## src/rtl/series_acc.sv

```systemverilog
`default_nettype none
// ============================================================================
// Module   : series_acc
// Purpose  : Sums an arithmetic series and captures two running partial sums.
// Revision : 1.0  initial release
// ============================================================================
module series_acc #(
  parameter int W     = 8,
  parameter int N_MAX = 20,
  localparam int CW   = $clog2(N_MAX + 1)
) (
  input  logic          clk,
  input  logic          reset,
  input  logic          start,
  input  logic [W-1:0]  first,
  input  logic [W-1:0]  step,
  input  logic [CW-1:0] n_a,
  input  logic [CW-1:0] n_b,
  input  logic          sat_en,
  output logic [W-1:0]  port_A,
  output logic [W-1:0]  port_B,
  output logic          busy,
  output logic          done,
  output logic          ovf
);

  localparam logic [1:0]    c_st_idle = 2'd0;
  localparam logic [1:0]    c_st_run  = 2'd1;
  localparam logic [1:0]    c_st_done = 2'd2;
  localparam logic [CW-1:0] c_nmax    = CW'(N_MAX);

  logic [1:0]    r_state;
  logic [W-1:0]  r_sum;
  logic [W-1:0]  r_term;
  logic [W-1:0]  r_step;
  logic [CW-1:0] r_count;
  logic [CW-1:0] r_na;
  logic [CW-1:0] r_nb;
  logic [CW-1:0] r_nmax;
  logic          r_sat;
  logic          r_ovf;
  logic [W-1:0]  r_port_a;
  logic [W-1:0]  r_port_b;

  logic [CW-1:0] w_na_clamp;
  logic [CW-1:0] w_nb_clamp;
  logic [CW-1:0] w_nmax;
  logic [W:0]    w_sum_ext;
  logic [W-1:0]  w_sum_next;
  logic [CW-1:0] w_count_next;

  assign w_na_clamp = (n_a > c_nmax) ? c_nmax : n_a;
  assign w_nb_clamp = (n_b > c_nmax) ? c_nmax : n_b;
  assign w_nmax     = (w_na_clamp > w_nb_clamp) ? w_na_clamp : w_nb_clamp;

  // Extra bit catches the carry; a saturated sum stays at all-ones because
  // any further non-zero term carries again.
  assign w_sum_ext    = {1'b0, r_sum} + {1'b0, r_term};
  assign w_sum_next   = (w_sum_ext[W] && r_sat) ? {W{1'b1}} : w_sum_ext[W-1:0];
  assign w_count_next = r_count + CW'(1);

  always_ff @(posedge clk or negedge reset) begin
    if (!reset) begin
      r_state  <= c_st_idle;
      r_sum    <= '0;
      r_term   <= '0;
      r_step   <= '0;
      r_count  <= '0;
      r_na     <= '0;
      r_nb     <= '0;
      r_nmax   <= '0;
      r_sat    <= 1'b0;
      r_ovf    <= 1'b0;
      r_port_a <= '0;
      r_port_b <= '0;
    end else begin
      case (r_state)
        c_st_idle: begin
          if (start) begin
            r_step  <= step;
            r_na    <= w_na_clamp;
            r_nb    <= w_nb_clamp;
            r_nmax  <= w_nmax;
            r_sat   <= sat_en;
            r_sum   <= '0;
            r_count <= '0;
            r_ovf   <= 1'b0;
            r_term  <= first;
            if (w_na_clamp == '0) r_port_a <= '0;
            if (w_nb_clamp == '0) r_port_b <= '0;
            r_state <= (w_nmax == '0) ? c_st_done : c_st_run;
          end
        end
        c_st_run: begin
          r_sum   <= w_sum_next;
          r_term  <= r_term + r_step;
          r_count <= w_count_next;
          if (w_sum_ext[W]) r_ovf <= 1'b1;
          // count_next starts at 1, so a zero target never matches here
          if (w_count_next == r_na) r_port_a <= w_sum_next;
          if (w_count_next == r_nb) r_port_b <= w_sum_next;
          if (w_count_next == r_nmax) r_state <= c_st_done;
        end
        c_st_done: r_state <= c_st_idle;
        default:   r_state <= c_st_idle;
      endcase
    end
  end

  assign port_A = r_port_a;
  assign port_B = r_port_b;
  assign busy   = (r_state == c_st_run);
  assign done   = (r_state == c_st_done);
  assign ovf    = r_ovf;

endmodule
`default_nettype wire
```

## config.mk

```make
export PLATFORM = sky130hd
export DESIGN_NAME = series_acc
export DESIGN_NICKNAME = d
export VERILOG_FILES = /design/src/rtl/series_acc.sv
export SDC_FILE = /design/constraint.sdc
export NUM_CORES = 1
export LEC_CHECK = 0
export ABC_AREA = 1
export ABC_CLOCK_PERIOD_IN_PS = 2400
export BUFFER_PORTS_ARGS = -buffer_cell sky130_fd_sc_hd__buf_2
export CAP_MARGIN = 25
export CORE_MARGIN = 2
export CORE_UTILIZATION = 58
export DETAILED_ROUTE_END_ITERATION = 10
export GPL_ROUTABILITY_DRIVEN = 0
export PLACE_DENSITY = 0.81
export SYNTH_ARGS = -nofsm -noshare
export SYNTH_HDL_FRONTEND = slang
export SYNTH_SLANG_ARGS = --single-unit
export TNS_END_PERCENT = 5
```

## constraint.sdc

```tcl
create_clock -name clk -period 2.4 [get_ports clk]
set_input_delay 0.48 -clock clk [delete_from_list [all_inputs] [get_ports clk]]
set_output_delay 0.48 -clock clk [all_outputs]
set_load 0.01 [all_outputs]
```

==> out/qor.txt <==
area of the multi-input gates -> 1940 um2
Wirelength per Cell -> 13.2 um
vias per inst -> 5.28
TritonCTS buffer count -> 9
Yosys Warn Count -> 0
placed inst area -> 4060 um2
Hold WC Path Type -> primary input to asynchronous set/reset pin
ant diodes -> 0
Remaining DRCs -> 0
number of max-slew violations in the final report -> 0
CP max-delay cell -> fa_1
DRT antenna net count -> 0
cells after synthesis -> 472
Final Cycle Share -> 0.894
vias in the first global route -> 3049
NumNets Final -> 576
clock slew seen by the registers of the worst setup and hold paths -> 70 ps
Setup Buffers After CTS -> 0
H-tree levels -> 3
Worst Path Arrival -> 2420 ps
core area -> 6310 um2
Critical Path RT -> 2670 ps
critical path cell sequence -> ha_1 -> inv_1 -> fa_1 -> o21ai_1 -> nand2_1 -> nand3_1 -> nand2_2 -> nand3_1 -> nand2_1 -> o21ai_2
Root Driver -> clkbuf_8
clk_lat worst skew -> 340 ps
worst setup path class -> flop to flop
DRT iter0 DRCs -> 187
CTS tree -> yes
mean area per synthesized cell -> 7.96 um2
Boundary Pins -> 49
IO buf count -> 48
startpoint class of the critical path -> flop
placed cells -> 589
Reg area -> 1600 um2
CTS Hold Bufs -> 0
Detailed Route WL -> 8010 um
Die W -> 84.5 um
Fmax -> 0.466 GHz
register area share after synthesis -> 0.426
Total GRT Usage -> 0.241
Max Root-Sink Buffers -> 2
slew of the pin with the lowest slew margin -> 803 ps
final hold violations -> 0
fill cell count -> 538
largest stage delay on the critical path -> 400 ps
largest net degree at the start of global routing -> 65
CTS Sinks -> 64
Post-Synthesis Net Count -> 525
power per cell area -> 1500 nW/um2
Setup Skew -> 9.10 ps
leak pwr -> 2.28 nW
status -> finished, final reports clean
global-route congestion overflow total -> 0
global-route wire length before repair -> 13700 um
Max-Cap Viols -> 0
Initial Utilization -> 0.595
mapped cell area -> 3760 um2
initial antenna violation count -> 0
Finished Layout Cells -> 605
CP Max Fanout -> 8
fin crit period -> 2150 ps
Cell Rows -> 29
RSZ-0062 raised after global routing -> false
power consumption -> 6.36 mW
worst path bufs/invs -> 1
Post-CTS Resized -> 0
# setup viols final -> 0
total vias in the final route -> 3197
dpl hpwl -> 5960 um
ratio of cells with drive above 1 in the final layout -> 0.186
die area -> 7140 um2
Area Overhead vs Synth -> 12.8%
Final TNS setup -> 0 ps
Crit. End Element -> flop
Initial DRT Pass Iterations -> 4
slew margin rel. -> 0.465
library cells used by synthesis -> 36
CP top delay family -> adder cells
Worst Hold Slack -> 312 ps
Max VDD drop -> 0.776 mV
DIE HEIGHT -> 84.5 um
design area -> 4240 um2
FF+latch count, synth -> 64
==> state kept, by name, summed over array words and instances, names as in the netlist, 8 cells and up <==
register	count
port_A	8
port_B	8
r_step	8
r_sum	8
r_term	8
==> cell families after synthesis <==
| family | count (synthesis) | share of synthesized area |
|---|---|---|
| AND/OR/NAND/NOR | 256 | 0.296 |
| AO/OA/AOI/OAI | 64 | 0.104 |
| flip-flops | 64 | 0.426 |
| buffers and inverters | 49 | 0.0560 |
| adder cells (fa/ha/maj) | 23 | 0.0806 |
| XOR/XNOR | 16 | 0.0373 |
==> power breakdown <==
group | switching (mW) | leakage (nW) | internal [mW]
clock | 0.401 | 0.0941 | 0.476
combinational | 2.19 | 1.37 | 1.32
sequential | 0.398 | 0.812 | 1.58
total | 2.99 | 2.28 | 3.37
==> synthesized netlist by cell type (all sizes together) <==
master  count  area (um2)
fa          2        40.0
or2         3        18.8
nor2       31         149
a22o        1        8.76
o22ai       3        18.8
nand2     180         706
nand3b      1        7.51
o21a        1        7.51
nand3      26         140
nor3        2        10.0
a211oi      1        7.51
xor2        9        78.8
xnor2       7        61.3
nand4      13        81.3
dfrtp      64        1600
o21ai      39         225
ha         21         263
a31oi       1        6.26
buf         7        50.1
inv        36         138
a21oi      15        90.1
clkbuf      6        22.5
o221ai      2        17.5
o21bai      1        7.51
==> layout by cell type, fill, tap and decap left out, drive strengths merged, types with 2 or more instances in the layout <==
master / count
nand2: 180
fa: 2
nand4: 13
xnor2: 7
o21ai: 39
clkbuf: 12
a21oi: 15
or2: 3
clkinv: 3
o22ai: 3
nor3: 2
xor2: 9
nand3: 26
o221ai: 2
dfrtp: 64
inv: 36
ha: 21
buf: 53
nor2: 31
==> stage by stage <==
stage / setup WS [ps] / util
final: 254 / 0.671
after global routing: 40.7 / 0.671
after CTS: 251 / 0.671
after detailed placement: -1.75 / 0.643
after global placement: 58.3 / 0.643
after floorplan: 246 / -
==> area by class of cell <==
type                            instances  share of cell area
Multi-Input combinational cell        359               0.459
Sequential cell                        64               0.378
Timing Repair Buffer                   53              0.0655
Inverter                               36              0.0325
Clock buffer                           12              0.0319
Tap cell                               77              0.0227
Clock inverter                          4              0.0106
==> final timing paths <==
kind | endpoint | slack (ps) | startpoint | cells past startpoint
min in group clk | r_step[3] | 330 | step[3] | 3
min | port_A[2] | 310 | reset | 2
max reg2reg | port_A[7] | 250 | r_term[0] | 10
max | port_A[7] | 250 | r_term[0] | 10
min reg2reg | port_A[0] | 480 | port_A[0] | 2
max in group asynchronous | r_term[5] | 1560 | reset | 2
==> worst register-to-register path: stages, from the launching register on <==
cell,delay (ps)
dfrtp_1,390
ha_1,200
inv_1,60
fa_1,400
o21ai_1,290
nand2_1,90
nand3_1,130
nand2_2,140
nand3_1,150
nand2_1,90
o21ai_2,150
==> per-layer routing <==
layer | vias up | share of wire | GRT usage
met5 | - | 0 | 0
met4 | 0 | 0.022 | 0.115
met3 | 14 | 0.035 | 0.0305
met2 | 68 | 0.46 | 0.390
met1 | 1473 | 0.48 | 0.324
li1 | 1642 | - | -
Power figures use the tool's default switching activity.
